### src/rtl/nn_result_serializer.sv
// ============================================================================
//  Module   : nn_result_serializer
//  Purpose  : Snapshots the four neuron outputs on a start pulse and streams
//             them byte-serially over a valid/ready interface as
//             HEADER, neuron0..3 [, checksum].
//  Options  : NN_TX_CHECKSUM_EN - when defined, appends an XOR checksum byte
//             (HEADER ^ neuron0 ^ .. ^ neuron3) carrying tx_last.
//  Revision : 1.0 - initial release
// ============================================================================
`default_nettype none

module nn_result_serializer #(
  parameter int               DATA_W = 8,
  parameter logic [DATA_W-1:0] HEADER = 8'hA5
) (
  input  logic              clk,
  input  logic              reset,
  input  logic              start,
  input  logic [DATA_W-1:0] neuron0_output,
  input  logic [DATA_W-1:0] neuron1_output,
  input  logic [DATA_W-1:0] neuron2_output,
  input  logic [DATA_W-1:0] neuron3_output,
  output logic [DATA_W-1:0] tx_data,
  output logic              tx_valid,
  input  logic              tx_ready,
  output logic              tx_last,
  output logic              busy,
  output logic              done
);

  typedef enum logic [1:0] {
    S_IDLE = 2'd0,
    S_HDR  = 2'd1,
    S_DATA = 2'd2,
    S_CSUM = 2'd3
  } state_t;

  state_t            r_state;
  logic [DATA_W-1:0] r_snap [4];
  logic [1:0]        r_idx;
`ifdef NN_TX_CHECKSUM_EN
  logic [DATA_W-1:0] r_csum;
`endif

  logic       w_hs;
  logic [1:0] w_idx_nxt;

  // A byte moves on every edge where both sides agree
  assign w_hs      = tx_valid && tx_ready;
  assign w_idx_nxt = r_idx + 2'd1;

  // Frame sequencer: all stream outputs are registered and loaded one cycle
  // ahead, so the next byte is already on tx_data when a handshake completes.
  always_ff @(posedge clk or posedge reset) begin
    if (reset) begin
      r_state  <= S_IDLE;
      r_idx    <= 2'd0;
      tx_data  <= '0;
      tx_valid <= 1'b0;
      tx_last  <= 1'b0;
      busy     <= 1'b0;
      done     <= 1'b0;
      for (int i = 0; i < 4; i++) r_snap[i] <= '0;
`ifdef NN_TX_CHECKSUM_EN
      r_csum   <= '0;
`endif
    end else begin
      done <= 1'b0;
      case (r_state)
        S_IDLE: begin
          if (start) begin
            r_snap[0] <= neuron0_output;
            r_snap[1] <= neuron1_output;
            r_snap[2] <= neuron2_output;
            r_snap[3] <= neuron3_output;
            r_idx     <= 2'd0;
            tx_data   <= HEADER;
            tx_valid  <= 1'b1;
            tx_last   <= 1'b0;
            busy      <= 1'b1;
            r_state   <= S_HDR;
`ifdef NN_TX_CHECKSUM_EN
            r_csum    <= HEADER;
`endif
          end
        end

        S_HDR: begin
          if (w_hs) begin
            tx_data <= r_snap[0];
            tx_last <= 1'b0;
            r_state <= S_DATA;
          end
        end

        S_DATA: begin
          if (w_hs) begin
`ifdef NN_TX_CHECKSUM_EN
            r_csum <= r_csum ^ tx_data;
`endif
            if (r_idx == 2'd3) begin
`ifdef NN_TX_CHECKSUM_EN
              // Checksum byte folds in the neuron3 byte accepted right now
              tx_data <= r_csum ^ tx_data;
              tx_last <= 1'b1;
              r_state <= S_CSUM;
`else
              tx_data  <= '0;
              tx_valid <= 1'b0;
              tx_last  <= 1'b0;
              busy     <= 1'b0;
              done     <= 1'b1;
              r_state  <= S_IDLE;
`endif
            end else begin
              r_idx   <= w_idx_nxt;
              tx_data <= r_snap[w_idx_nxt];
`ifdef NN_TX_CHECKSUM_EN
              tx_last <= 1'b0;
`else
              tx_last <= (w_idx_nxt == 2'd3);
`endif
            end
          end
        end

        S_CSUM: begin
`ifdef NN_TX_CHECKSUM_EN
          if (w_hs) begin
            tx_data  <= '0;
            tx_valid <= 1'b0;
            tx_last  <= 1'b0;
            busy     <= 1'b0;
            done     <= 1'b1;
            r_state  <= S_IDLE;
          end
`else
          // Unreachable without the checksum option; recover to idle
          tx_valid <= 1'b0;
          tx_last  <= 1'b0;
          busy     <= 1'b0;
          r_state  <= S_IDLE;
`endif
        end

        default: r_state <= S_IDLE;
      endcase
    end
  end

endmodule

`default_nettype wire
### config.mk
export PLATFORM = sky130hd
export DESIGN_NAME = nn_result_serializer
export DESIGN_NICKNAME = d
export VERILOG_FILES = /design/src/rtl/nn_result_serializer.sv
export SDC_FILE = /design/constraint.sdc
export NUM_CORES = 1
export LEC_CHECK = 0
export CAP_MARGIN = 40
export CORE_AREA = 2 2 107 78
export CTS_CLUSTER_DIAMETER = 30
export CTS_CLUSTER_SIZE = 20
export DETAILED_ROUTE_END_ITERATION = 8
export DIE_AREA = 0 0 109 80
export SYNTH_ARGS = -nofsm -noshare
export SYNTH_HDL_FRONTEND = slang
export SYNTH_SLANG_ARGS = --single-unit
### constraint.sdc
create_clock -name clk -period 4.96 [get_ports clk]
set_clock_uncertainty 0.15 [all_clocks]
set_input_delay 0.496 -clock clk [delete_from_list [all_inputs] [get_ports clk]]
set_output_delay 0.496 -clock clk [all_outputs]
set_load 0.02 [all_outputs]
==> results.toml <==
[routing]
wl_per_cell_um = 14.68
vias = 1510
drt_first_pass_iters = 4
wirelength_um = 4741
viasPerCell = 4.675
drc = 0
ant_nets = 0
drt_iter0_drc = 66

[min_path]
hp-class = "input pin to async pin"

[clock_tree]
worstSkewPairLatency_ps = 290
clk_pin_slew_ps = 90
post_cts_resized = 0
ctsHoldBuffers = 0
post_cts_buffers = 0
clockRootBuffer = "clkbuf_8"
cts.htree.levels = 2
clock_path_buffers = 2
cts_tree = "yes"
cts_made_buffers = 5
cts_sinks = 47

[setup_path]
critical_path_class = "register to register"
start_kind = "register"
cp_top_family = "adder cells"
cp_max_fo = 12
rrSetupSlack_ps = 2350
path_cells = "inv_1 -> ha_1 -> mux2_2 -> a22oi_1 -> nor2_1 -> o32a_1"
critPathRequiredTime_ps = 4990
reg2regPathDepth = 6
rr_startpoint = "r_idx[0]"
critPathSlowestCell = "ha_1"
r2r-end = "tx_data[0]"
cp.arrival_ps = 2640
critical_path.endpoint_type = "register"
critPathMaxStageDelay_ps = 660
crit_buf_inv = 1

[timing]
rsz0062_at_grt = "false"
max_slew_margin = 0.6552
setup_ws_ps = 2350
hold_viol_final = 0
slew_violations = 0
fmax_mhz = 383.2
period_needed_ps = 2610
worst_pin_slew_ps = 517.2
holdWs_ps = 290.4
setup_viol = 0
finalCritPeriodShare = 0.5262
tns_ps = 0

[pwr]
total_power_mw = 1.709
leakage_nw = 1.190
ir_drop_mv = 0.1693
p_per_area_nw_per_um2 = 589.6

[yosys]
syn_nets = 218
netlist_instances = 173
synth_edf_count = 0
synth_top_area_cell = "dfrtp_1"
ys_top_cells_by_area = "dfrtp_1, mux2_2, ha_1"
synth_warnings = 0
netlist-cell-type-count = 34
synth-async-reset-ratio = 1.000
seq_area_frac_synth = 0.5243
synth_flop_cell = "dfrtp_1"
yosysTopAreaCellShare = 0.5243
netlist_area_um2 = 2243
synthTopCellsByCount = "dfrtp_1, mux2_2, nand2_1, ha_1, o21ai_1"
syn_avg_cell_area_um2 = 12.97
yosysMostFrequentCell = "dfrtp_1"
ys_seq_elements = 47

[global_routing]
grt_pass1_vias = 1481
grt_max_degree = 39
antenna_found_initial = 0
grt_overflow_total = 0
grt_first_pass_wirelength_um = 7590
grt_use_total = 0.1143

[finish]
final_core_util = 0.3779
fillers = 762
area_growth_pct = 29.17
instances_no_fill = 323
final_area_um2 = 2898
fin_nets = 266
multi_input_comb_area_um2 = 993.5
drive_above_1_share = 0.2613
seq_area_um2 = 1176
antenna_cells = 0

[floorplanning]
die_y_um = 80
die_width_um = 109
die_area_um2 = 8720
core_um2 = 7669
initial_core_util = 0.2925
ioPinCount = 48
rows = 27

[outcome]
status = "complete, no violations"

[run]
drv_cap = 0

[placement]
hpwl_um = 3502
post_dp_cell_area_um2 = 2813
placement.io_buffers = 47
place_ws_ps = 2381
dp.cells = 315
gp_congestion = 0.7351
[area by class of cell]
| class | instances | area share |
|---|---|---|
| Clock buffer | 6 | 0.02504 |
| Inverter | 5 | 0.006477 |
| Clock inverter | 2 | 0.004318 |
| Tap cell | 101 | 0.04361 |
| Timing Repair Buffer | 49 | 0.1718 |
| Multi-Input combinational cell | 113 | 0.3428 |
| Sequential cell | 47 | 0.4059 |
[placed cells by master (no fill, tap or decap)]
cell type         n
dfrtp_1          47
clkdlybuf4s50_1  47
mux2_2           38
nand2_1          16
ha_1              9
o21ai_1           6
o21ai_0           5
nor2_1            5
clkbuf_8          5
inv_1             4
a222oi_1          4
o31ai_1           2
a22oi_1           2
and2_1            2
o32a_1            2
mux4_2            2
a21oi_1           2
nand3_1           2
o311ai_1          2
and2b_4           1
a2bb2oi_4         1
inv_2             1
nand2b_1          1
nor3_2            1
nor2b_2           1
a31o_2            1
nor3_4            1
nand2_2           1
or3_1             1
nor2b_1           1
nor3_1            1
a21o_2            1
or2_0             1
o41ai_1           1
clkinv_2          1
clkinvlp_4        1
clkbuf_1          1
buf_12            1
buf_4             1
[metal layers]
| layer | GRT usage | wire (um) | vias up |
|---|---|---|---|
| met5 | 0 | 0 | - |
| met4 | 0.02692 | 15 | 0 |
| met3 | 0.03673 | 378 | 2 |
| met2 | 0.1540 | 1812 | 45 |
| met1 | 0.1737 | 2535 | 732 |
| li1 | - | - | 731 |
[state kept, by name (all words and copies together) (netlist names)]
name	flops
r_state	2
busy	1
tx_last	1
tx_data	8
r_idx	2
done	1
r_snap	32
[kinds of logic after synthesis]
group,count (synthesis),synth area share
AO/OA/AOI/OAI,29,0.1004
adder cells (fa/ha/maj),9,0.05020
multiplexers,40,0.2108
AND/OR/NAND/NOR,35,0.08144
flip-flops,47,0.5243
buffers and inverters,13,0.03291
[how the worst max path moves through the flow]
stage,from,end,cells past startpoint
global placement,r_idx[0],tx_data[2],6
floorplan,r_idx[0],tx_data[1],7
finish,r_idx[0],tx_data[0],6
detailed placement,r_idx[0],tx_data[0],6
CTS,r_idx[0],tx_data[0],6
global route,r_idx[0],tx_data[2],6
[where the power goes]
group / total, mW / internal [mW] / switching (mW)
clock network: 0.223 / 0.0987 / 0.124
registers: 0.694 / 0.567 / 0.127
logic: 0.792 / 0.421 / 0.371
total: 1.71 / 1.09 / 0.622
Note: power is estimated with default switching activity, not from simulation.
